===== src/rtl/aes_pkg.sv =====
// aes_pkg: shared block type and sequencer state encoding for the AES datapath
package aes_pkg;
    typedef logic [127:0] aes_block_t;
    typedef enum logic [1:0] {IDLE, LAUNCH, WAIT_DONE, OUTPUT} state_t;
endpackage


===== src/rtl/aes_timeout_cnt.sv =====
// aes_timeout_cnt: counts cycles while enabled and flags the last allowed cycle
module aes_timeout_cnt #(
    parameter int TIMEOUT_CYCLES = 64,
    parameter int CNT_W          = $clog2(TIMEOUT_CYCLES + 1)
) (
    input  logic clk,
    input  logic reset_n,
    input  logic en,
    output logic hit
);
    logic [CNT_W-1:0] cnt;
    // restart from zero whenever the wait window is not active
    always_ff @(posedge clk or negedge reset_n) begin
        if (!reset_n) cnt <= '0;
        else          cnt <= en ? cnt + CNT_W'(1) : '0;
    end
    assign hit = en && (cnt == CNT_W'(TIMEOUT_CYCLES - 1));
endmodule


===== src/rtl/aes_cbc_enc_ctrl.sv =====
// aes_cbc_enc_ctrl: ECB/CBC sequencer feeding the AES core over a valid/ready stream
module aes_cbc_enc_ctrl
    import aes_pkg::*;
#(
    parameter int TIMEOUT_CYCLES = 64,
    parameter int CNT_W          = $clog2(TIMEOUT_CYCLES + 1)
) (
    input  logic         clk,
    input  logic         reset_n,
    input  logic         cbc_en,
    input  logic         iv_load,
    input  aes_block_t   iv_in,
    input  logic         in_valid,
    input  aes_block_t   in_data,
    output logic         in_ready,
    output logic         out_valid,
    output aes_block_t   out_data,
    input  logic         out_ready,
    output aes_block_t   plain_text,
    output logic         start,
    input  logic         ready_enc,
    input  logic         done_enc,
    input  aes_block_t   cipher_text,
    output logic         timeout_err,
    input  logic         clr_err,
    output logic [31:0]  blk_cnt
);
    state_t     state_q, state_d;
    aes_block_t chain;
    logic       cbc_q, accept, launch, fin, drop, drain, to_hit;

    aes_timeout_cnt #(.TIMEOUT_CYCLES(TIMEOUT_CYCLES), .CNT_W(CNT_W)) u_to (
        .clk     (clk),
        .reset_n (reset_n),
        .en      (state_q == WAIT_DONE),
        .hit     (to_hit)
    );

    // transition events and next state; in_ready is only ever high in IDLE
    always_comb begin
        accept  = in_valid && in_ready;
        launch  = (state_q == LAUNCH) && ready_enc;
        fin     = (state_q == WAIT_DONE) && done_enc;
        drop    = to_hit && !done_enc;
        drain   = (state_q == OUTPUT) && out_ready;
        state_d = accept ? LAUNCH : launch ? WAIT_DONE : fin ? OUTPUT : (drop || drain) ? IDLE : state_q;
    end

    // state register
    always_ff @(posedge clk or negedge reset_n) begin
        if (!reset_n) state_q <= IDLE;
        else          state_q <= state_d;
    end

    // registered outputs, chaining value and counters
    always_ff @(posedge clk or negedge reset_n) begin
        if (!reset_n) begin
            in_ready    <= 1'b0;
            start       <= 1'b0;
            out_valid   <= 1'b0;
            out_data    <= '0;
            plain_text  <= '0;
            chain       <= '0;
            cbc_q       <= 1'b0;
            timeout_err <= 1'b0;
            blk_cnt     <= '0;
        end else begin
            in_ready <= state_d == IDLE;
            start    <= launch;
            if (accept) begin
                plain_text <= cbc_en ? in_data ^ (iv_load ? iv_in : chain) : in_data;
                cbc_q      <= cbc_en;
            end
            if (state_q == IDLE && iv_load) chain <= iv_in;
            else if (fin && cbc_q)          chain <= cipher_text;
            if (fin) begin
                out_data  <= cipher_text;
                out_valid <= 1'b1;
            end else if (drain) begin
                out_valid <= 1'b0;
                blk_cnt   <= blk_cnt + 32'd1;
            end
            timeout_err <= drop || (timeout_err && !clr_err);
        end
    end
endmodule


===== config.mk =====
export PLATFORM = sky130hd
export DESIGN_NAME = aes_cbc_enc_ctrl
export DESIGN_NICKNAME = d
export VERILOG_FILES = /design/src/rtl/aes_pkg.sv /design/src/rtl/aes_timeout_cnt.sv /design/src/rtl/aes_cbc_enc_ctrl.sv
export SDC_FILE = /design/constraint.sdc
export NUM_CORES = 1
export LEC_CHECK = 0
export ABC_AREA = 1
export BUFFER_PORTS_ARGS = -buffer_cell sky130_fd_sc_hd__buf_2
export CAP_MARGIN = 20
export CORE_AREA = 2 2 268 270
export DETAILED_ROUTE_END_ITERATION = 8
export DIE_AREA = 0 0 270 272
export SETUP_SLACK_MARGIN = 0.1
export SLEW_MARGIN = 5
export SYNTH_ARGS = -nofsm -noshare
export SYNTH_HDL_FRONTEND = slang
export SYNTH_SLANG_ARGS = --single-unit

===== constraint.sdc =====
create_clock -name clk -period 2.05 [get_ports clk]
set_input_delay 0.1025 -clock clk [delete_from_list [all_inputs] [get_ports clk]]
set_output_delay 0.1025 -clock clk [all_outputs]
set_load 0.005 [all_outputs]

; ---- After elaboration in Yosys (flattened, before gate mapping)
; Index checks and enable logic that the tools add are counted.
[classes]
n_addsub = 2
multipliers = 0
div_mod_pow = 0
order_cmp = 0
n_eq_ne = 4
shifts = 0
mux = 11
bitwise = 2
n_reduce_logical = 18
[ops]
columns = operator, n
row1 = $mux W128, 4
row2 = $xor A128 B128 Y128, 1
row3 = $add A32 B1 Y32 const B, 1
row4 = $logic_and A1 B1 Y1, 9
row5 = $mux W2, 4
row6 = $add A7 B1 Y7 const B, 1
row7 = $eq A7 B6 Y1 const B, 1
row8 = $mux W7, 1
row9 = $eq A2 B2 Y1 const B, 2
row10 = $logic_not A2 Y1, 2
row11 = $reduce_bool A2 Y1, 2
row12 = $eq A2 B1 Y1 const B, 1
row13 = $logic_not A1 Y1, 2
row14 = $logic_or A1 B1 Y1, 2
row15 = $mux W1, 2
row16 = $reduce_and A2 Y1, 1
row17 = $not A1 Y1, 1
[totals]
regBits = 430
latchBits = 0
ram_bits = 0
mem_bits_ro = 0
in_bits = 393
output_inout_bits = 292
word_cells = 48
memories = 0

; ---- Depth between registers and ports, before layout
; Gate-level depths: netlist (run 1).
[depth]
depth_word = 9
ltp_mapped = 10
ltp_nobuf = 9

; ---- Cells and area by module
; A second synthesis (run 1) with hierarchy kept.
[unflattened]
cells_unflattened = 2520
area_unflattened_um2 = 20782.4
[modules_own_cells]
columns = module, instances, cells_per_inst, area_each_um2, seq_area_each_um2
row1 = aes_cbc_enc_ctrl, 1, 2477, 20434.6, 10585.2
row2 = aes_timeout_cnt, 1, 43, 347.8, 175.2

; ---- Worst setup path after synthesis (run 1)
; OpenSTA, ideal clock, no wires.
[synth_path]
path_type = register -> register
from = reg blk_cnt[1]
to = reg blk_cnt[26]
setup_time_ns = 0.117
t_arrival_ns = 1.327
t_required_ns = 1.933
setup_slack_ns = 0.606
path_stages_with_launch = 9
path_buffers = 0
period_less_slack_ns = 1.444
cell_sequence = dfrtp_1 ha_1 nand3_1 nor2_4 nand3_1 nor2_2 nand3_1 nand2_1 nand2_1
[synth_via]
elab_chain_len = 1
[synth_lines]
columns = item, line
row1 = "start, declared", aes_cbc_enc_ctrl.sv:26  ; output logic [31:0] blk_cnt
row2 = "start signal, assigned", aes_cbc_enc_ctrl.sv:81  ; blk_cnt <= blk_cnt + 32'd1;
row3 = $add A32 B1 Y32, aes_cbc_enc_ctrl.sv:81
; Every way passes these cells.
; A chain may end at the register's enable or synchronous reset.

; ---- Worst setup path in the final report (run 1)
[layout_path]
from = reg state_q[1]
to = reg chain[60]
[layout_via]
elab_chain_len = 4
elab_cells_between_ends = 7
classes_between = 1 x eq/ne / 1 x mux / 5 x reduce/logical
[layout_lines]
columns = item, line
row1 = "start, declared", aes_cbc_enc_ctrl.sv:28  ; state_t state_q, state_d;
row2 = "start signal, assigned", aes_cbc_enc_ctrl.sv:52  ; else state_q <= state_d;
row3 = $eq A2 B2 Y1, aes_cbc_enc_ctrl.sv:43  ; fin = (state_q == WAIT_DONE) && done_enc;
row4 = $logic_and A1 B1 Y1, aes_cbc_enc_ctrl.sv:43
row5 = $logic_and A1 B1 Y1, aes_cbc_enc_ctrl.sv:75  ; else if (fin && cbc_q) chain <= cipher_text;
row6 = $reduce_bool A2 Y1 (no line), n/a
row7 = "end signal, assigned", aes_cbc_enc_ctrl.sv:74  ; if (state_q == IDLE && iv_load) chain <= iv_in;
row8 = "end signal, assigned", aes_cbc_enc_ctrl.sv:75
row9 = "end, declared", aes_cbc_enc_ctrl.sv:29  ; aes_block_t chain;
; Parallel ways exist; a longest one is shown, timed or not.

==> results of run 1 <==
-- registers in the layout (all words and copies together), names as in the netlist --
signal and cells:
chain 128, out_data 128, plain_text 128, blk_cnt 32
u_to.cnt 7, state_q 2, cbc_q 1, in_ready 1
out_valid 1, start 1, timeout_err 1
-- final timing paths --
check / startpoint / to / slack (ns) / cells past startpoint
setup reg to reg: state_q[1]$_DFF_PN0_ / chain[60]$_DFFE_PN0P_ / 0.25 / 10
max in group asynchronous: reset_n / out_data[65]$_DFFE_PN0P_ / 1.19 / 3
hold / removal: out_ready / state_q[0]$_DFF_PN0_ / 0.04 / 4
hold reg to reg: u_to.cnt[6]$_DFF_PN0_ / u_to.cnt[6]$_DFF_PN0_ / 0.46 / 1
setup / recovery: state_q[1]$_DFF_PN0_ / chain[60]$_DFFE_PN0P_ / 0.25 / 10
min in group asynchronous: reset_n / out_data[69]$_DFFE_PN0P_ / 0.11 / 2
-- per-layer routing --
metal  track usage, %  up-vias
li1                 -    10109
met1             24.4     9725
met2             35.6      750
met3             3.76      205
met4             8.76        0
met5                0        -
-- critical path, stage by stage, from the launching register on --
cell and delay, ns:
dfrtp_1 0.43, inv_2 0.10, nor2_4 0.16, nand2_4 0.09, inv_4 0.07, nand2_1 0.12, nand2_8 0.15, buf_12 0.20
buf_4 0.22, nor2_1 0.07, a21oi_2 0.10
-- cell usage after synthesis (3+ instances only) --
cell type / number / area share [%]
nand2_1: 601 / 11
dfrtp_1: 430 / 51
nor2_1: 298 / 5.3
a21oi_1: 276 / 6.6
o21ai_0: 202 / 4.8
inv_1: 167 / 3.0
xor2_1: 137 / 5.7
a21oi_2: 112 / 4.7
buf_2: 60 / 1.4
clkbuf_1: 60 / 1.1
o21ai_1: 60 / 1.4
buf_6: 27 / 1.5
nand3_1: 27 / 0.65
xnor2_1: 11 / 0.46
buf_4: 6 / 0.22
nand4_1: 6 / 0.18
nor3_1: 5 / 0.12
nor2_2: 3 / 0.090
nor2_4: 3 / 0.16
-- cells by family (layout without fill, tap and decap cells) --
kind of cell | after synthesis | in the layout
AND/OR/NAND/NOR | 948 | 948
flip-flops | 430 | 430
XOR/XNOR | 148 | 148
buffers and inverters | 323 | 1421
AO/OA/AOI/OAI | 651 | 651
other | 0 | 4
adder cells (fa/ha/maj) | 2 | 2
-- power by group through the flow --
stage / Clock, µW / Combinational [µW] / Sequential (µW)
2_1_floorplan: 0 / 7430 / 14200
3_3_place_gp: 0 / 12700 / 14300
3_5_place_dp: 0 / 13000 / 14300
4_1_cts: 9520 / 13600 / 14200
5_1_grt: 9860 / 15200 / 14700
6_report: 9270 / 13600 / 14300
-- repair_timing --
item / CTS / global route
hold endpoints to repair: 638 / 0
hold buffers: 394 / 0
endpoints found under the setup margin: 0 / 0
buffers inserted: 0 / 0
-- layout make-up --
cell class              count  area (µm²)
repair buffers           1158        8400
multi-input cells        1749        8710
fillers                  6877       39300
clock buffers              71        1450
inverters                 169         639
clock inverters            23         249
well taps                 950        1190
flip-flops and latches    430       10800
diodes                      4        10.0
-- metrics by stage --
stage	cell area [µm²]	hold WS, ns
after floorplan	20900	-0.193
after global placement	25800	0.143
after detailed placement	25800	0.150
after CTS	31400	0.00322
after global routing	31400	0.0404
final	31400	0.0377
==> run metrics, run 1 <==
post-synthesis sequential area ratio=between 50% and 60%; Post-synth EDFFs=0; number of gates resized after cts=0; headroom to the max-slew limit=48.0%; layout cell share with drive strength beyond 1=between 20% and 30%; TritonCTS clock tree=yes; worst slew pin tran=0.780 ns; Vias=just over 20000; Post-Synthesis Cell Area=around 21000 µm²; met2 WL post-DR=about 38000 µm; Post-Synth Simple-Gate Area=approximately 18%; post-synthesis mux area share=0%; post-placement cell count=approximately 4100; Highest Clock Rate=roughly 560 MHz; first-pass GRT wire length=about 120000 µm; final wirelength=~77000 µm; syn nets=between 2000 and 3000; dpl ws=0.226 ns; Detailed Route Iter0 Violations=between 1000 and 1500; Sequential Power Share=38.5%; post-synthesis adder-cell area fraction=less than 1%; smallest setup slack after layout=approximately 0.25 ns; CP required=2.55 ns; H-tree levels=2; commonest non-fill, non-tap cell in the layout=buf_2; Die X-Extent=around 270 µm; clk slew on worst S/H paths=0.05 ns; highest metal used=met4; GR Util All Layers=between 20 and 25%; xor and xnor fraction of the mapped netlist area=under 10%; DR WL/cell=16.9 µm; Int Pwr=between 20000 and 25000 µW; gpl congestion=between 0.8 and 0.9; Period Utilization, post-route=between 80% and 90%; Yosys reg bits=430; Min-Delay Path Class=in -> reg; post-route setup TNS=0 ns; Sw Share=between 30 and 40%; vias in the first global route=approximately 21000; worst-case clock buffer depth=3; I/O Pins=around 690; crit path kind=reg -> reg; DP HPWL=approximately 53000 µm; Avg Vias per Cell=about 4.6; total die area=73400 µm²; cell count after synthesis=2502; PwrDens=1180 nW/µm²; yosys warns=0; clk_lat worst skew=0.59 ns; WL met3=approximately 4200 µm; Synth Area in Compound Gates=between 10% and 20%; syn_area_per_cell=between 8 and 9 µm²; PortBufs=approximately 680; clock power share=roughly a quarter; root buffer cell=clkbuf_16; part of the power in combinational logic=between 30% and 40%; CTS sink cnt=430; grt ovf=0; pin count of the biggest net entering global routing=130; outcome=finished, final reports clean; RSZ-0062 raised after global routing=false; Die Height=around 270 µm; final slew viol count=0; row cnt=slightly below 100; CORE AREA=between 70000 and 80000 µm²; synthesis-to-layout area growth=50.0%; Fin. Hold Viols=0; Final Instance Count excl. Fillers=around 4600; PnR Total Power=between 30000 and 40000 µW; Worst Skew=~0.032 ns; FFs w/ async S/R, synth=100%; CP max FO=15; initial antenna violation count=2; main combinational cell family by area after synthesis=compound AO/OA/AOI/OAI gates; CP endpoint kind=register; Routed Antenna Nets=0; CTS Buf Count=just over 50; fin crit period=about 1.8 ns; Initial Utilization=between 20% and 30%; top_reg_cell synth=dfrtp_1; Leak=around 0.016 µW; arrival time at the worst endpoint=approximately 2.3 ns; WL met1=slightly above 30000 µm; commonest non-fill, non-tap cells in the layout=buf_2, nand2_1, dfrtp_1, dlygate4sd3_1, nor2_1; post-synthesis cell type count=26; final setup vio count=0; Sw Pwr=about 14000 µW; DR pass1 iterations=7; maxcap violations=0; worst vdd ir=between 0.7 and 0.8 mV; Core Util, Final=44.4%; Startpoint Class=register; final net count=3954; Post-route DRC=0
Note: power is estimated with default switching activity, not from simulation.
==> run 2, diff against run 1 <==
--- a/config.mk
+++ b/config.mk
@@ -7,10 +7,10 @@
 export LEC_CHECK = 0
 export ABC_AREA = 1
 export BUFFER_PORTS_ARGS = -buffer_cell sky130_fd_sc_hd__buf_2
-export CAP_MARGIN = 20
-export CORE_AREA = 2 2 268 270
+export CORE_MARGIN = 1.5
+export CORE_UTILIZATION = 25
 export DETAILED_ROUTE_END_ITERATION = 8
-export DIE_AREA = 0 0 270 272
+export RECOVER_POWER = 100
 export SETUP_SLACK_MARGIN = 0.1
 export SLEW_MARGIN = 5
 export SYNTH_ARGS = -nofsm -noshare
==> run 2 against run 1 <==
The flow now finishes with violations (capacitance limit, slew limit). Sequential power about the same. Combinational power down 4%. Worst hold slack gained 0.036 ns. Highest routed layer is now met5.
==> run metrics, run 2 (synthesized netlist as in run 1, its figures left out) <==
commonest non-fill, non-tap cell in the layout=nand2_1 (was buf_2); maxcap violations=1 (was 0); delay-heaviest family, CP=buffers and inverters (was simple AND/OR/NAND/NOR gates); post-CTS setup buffers=0 (unchanged); CTS Buf Count=52 (was 51); gpl congestion=0.859 (was 0.870); Leak=0.0150 µW (was 0.0157 µW); GR Util All Layers=17.8% (was 20.3%); CP required=2.57 ns (was 2.55 ns); initial antenna violation count=6 (was 2); final wirelength=78100 µm (was 76800 µm); Post-route DRC=0 (unchanged); CTS sink cnt=430 (unchanged); Buf/Inv on CP=3 (was 4); worst-case clock buffer depth=3 (unchanged); failing checks=capacitance limit, slew limit; Startpoint Class=register (unchanged); fin crit period=1.91 ns (was 1.80 ns); most frequent CP cell=nand2_1; final setup vio count=0 (unchanged); headroom to the max-slew limit=-5.33% (was 48.0%); final net count=3972 (was 3954); Vias=20897 (was 20789); outcome=finished, violations left (was finished, final reports clean); row cnt=105 (was 98); Highest Clock Rate=524 MHz (was 557 MHz); PortBufs=684 (unchanged); first-pass GRT wire length=121000 µm (was 119000 µm); pin count of the biggest net entering global routing=130 (unchanged); commonest non-fill, non-tap cells in the layout=nand2_1, buf_2, dfrtp_1, dlygate4sd3_1, nor2_1 (was buf_2, nand2_1, dfrtp_1, dlygate4sd3_1, nor2_1); Min-Delay Path Class=in -> reg (unchanged); RSZ-0062 raised after global routing=true (was false); critical path, cell by cell=inv_2, nor2_4, nand2_4, inv_4, buf_4, nand2_1, nand2_1 (was inv_2, nor2_4, nand2_4, inv_4, nand2_1, nand2_8, buf_12, buf_4, nor2_1, a21oi_2); clk_lat worst skew=0.59 ns (about the same); DR WL/cell=16.6 µm (was 16.9 µm); post-route setup TNS=0 ns (unchanged); max incr delay on CP=0.55 ns (was 0.43 ns); CORE AREA=82500 µm² (was 70800 µm²); clk slew on worst S/H paths=0.06 ns (was 0.05 ns); registers with the most flip-flops=chain: 128 flops, out_data: 128 flops, plain_text: 128 flops (unchanged); worst slew pin tran=1.58 ns (was 0.780 ns); Die Height=292 µm (was 272 µm); fillers=8377 (was 6877); synthesis-to-layout area growth=48.7% (was 50.0%); Slowest-stage cell, CP=buf_4 (was dfrtp_1); I/O Pins=685 (unchanged); arrival time at the worst endpoint=2.43 ns (was 2.30 ns); PwrDens=1180 nW/µm² (about the same); Detailed Route Iter0 Violations=1125 (was 1174); DR pass1 iterations=5 (was 7); Worst Skew=0.0197 ns (was 0.0323 ns); DP HPWL=53600 µm (was 52800 µm); Final Instance Count excl. Fillers=4696 (was 4554); worst vdd ir=0.705 mV (was 0.707 mV); Avg Vias per Cell=4.45 (was 4.56); CP max FO=57 (was 15); TritonCTS clock tree=yes (unchanged); Period Utilization, post-route=93.1% (was 87.6%); final slew viol count=40 (was 0); root buffer cell=clkbuf_16 (unchanged); Die X-Extent=292 µm (was 270 µm); CP endpoint kind=register (unchanged); layout cell share with drive strength beyond 1=20.4% (was 27.0%); vias in the first global route=21819 (was 21483); post-placement cell count=4189 (was 4062); Initial Utilization=25.4% (was 29.6%); H-tree levels=2 (unchanged); grt ovf=0 (unchanged); crit path kind=reg -> reg (unchanged); Fin. Hold Viols=0 (unchanged); total die area=85500 µm² (was 73400 µm²); Routed Antenna Nets=0 (unchanged)
run 2: cell types whose count changed in the layout (fill, tap and decap cells not counted), moves of 5 or more:
cell           change
clkbuf_1         +221
buf_2            -209
o21ai_0           +54
o21ai_1           -54
a21oi_1           +21
a21oi_2           -21
clkbuf_2          +20
buf_4             -18
buf_12            -14
dlygate4sd3_1      +8
buf_6              +5
run 2: metal layers:
layer / global-route usage, % / routed length (µm) / up-vias
li1: - / - / 10167
met3: 3.22 / 4220 / 242
met2: 30.7 / 37800 / 768
met4: 8.66 / 3990 / 2
met1: 21.2 / 32100 / 9718
met5: 0 / 20 / -
run 2: path summary, 6_finish.rpt:
path,slack [ns],from,depth (start not counted),endpoint
max in group asynchronous,0.26,reset_n,4,plain_text[111]$_DFFE_PN0P_
min in group asynchronous,0.41,reset_n,2,blk_cnt[24]$_DFFE_PN0P_
hold / removal,0.07,in_valid,4,state_q[0]$_DFF_PN0_
setup / recovery,0.14,state_q[1]$_DFF_PN0_,7,out_data[126]$_DFFE_PN0P_
setup reg to reg,0.14,state_q[1]$_DFF_PN0_,7,out_data[126]$_DFFE_PN0P_
hold reg to reg,0.46,u_to.cnt[6]$_DFF_PN0_,1,u_to.cnt[6]$_DFF_PN0_
run 2: through the flow:
step           util (%)  total power, µW  cell area [µm²]  hold WS, ns  setup slack [ns]
6_report           37.7            36600            31100       0.0733             0.142
2_1_floorplan         -            21600            20900       -0.193             0.606
5_1_grt            37.7            39200            31100       0.0724            0.0247
4_1_cts            38.3            37400            31600      0.00697             0.121
3_5_place_dp       31.4            27300            25900       0.0751             0.147
3_3_place_gp       31.4            27000            25900       0.0669             0.212
run 2: repair_timing:
action                     4_1_cts  5_1_grt
hold endpoints to repair       757        0
gates resized for setup          0        5
hold buffers                   402        0
setup endpoints to repair        0       56
run 2: cell type report:
class	count	area (µm²)	area share, %
clock inverter	19	165	0.530
timing repair buffer	1175	8060	25.9
multi-input combinational	1749	8620	27.7
sequential	430	10800	34.6
inverter	169	639	2.05
clock buffer	77	1540	4.93
tap	1070	1340	4.30
antenna	7	17.5	0.0563
run 2: report_power, final:
group	switching [µW]	internal, µW	total (µW)
clock	3800	5430	9230
combinational	7670	5380	13100
sequential	2120	12200	14300
total	13600	23000	36600
run 2: worst register-to-register path, delay by kind of cell, from the launching register on:
| family | cells | cell delay (ns) |
|---|---|---|
| simple gates | 4 | 0.68 |
| flops | 1 | 0.43 |
| buf+inv | 3 | 0.73 |
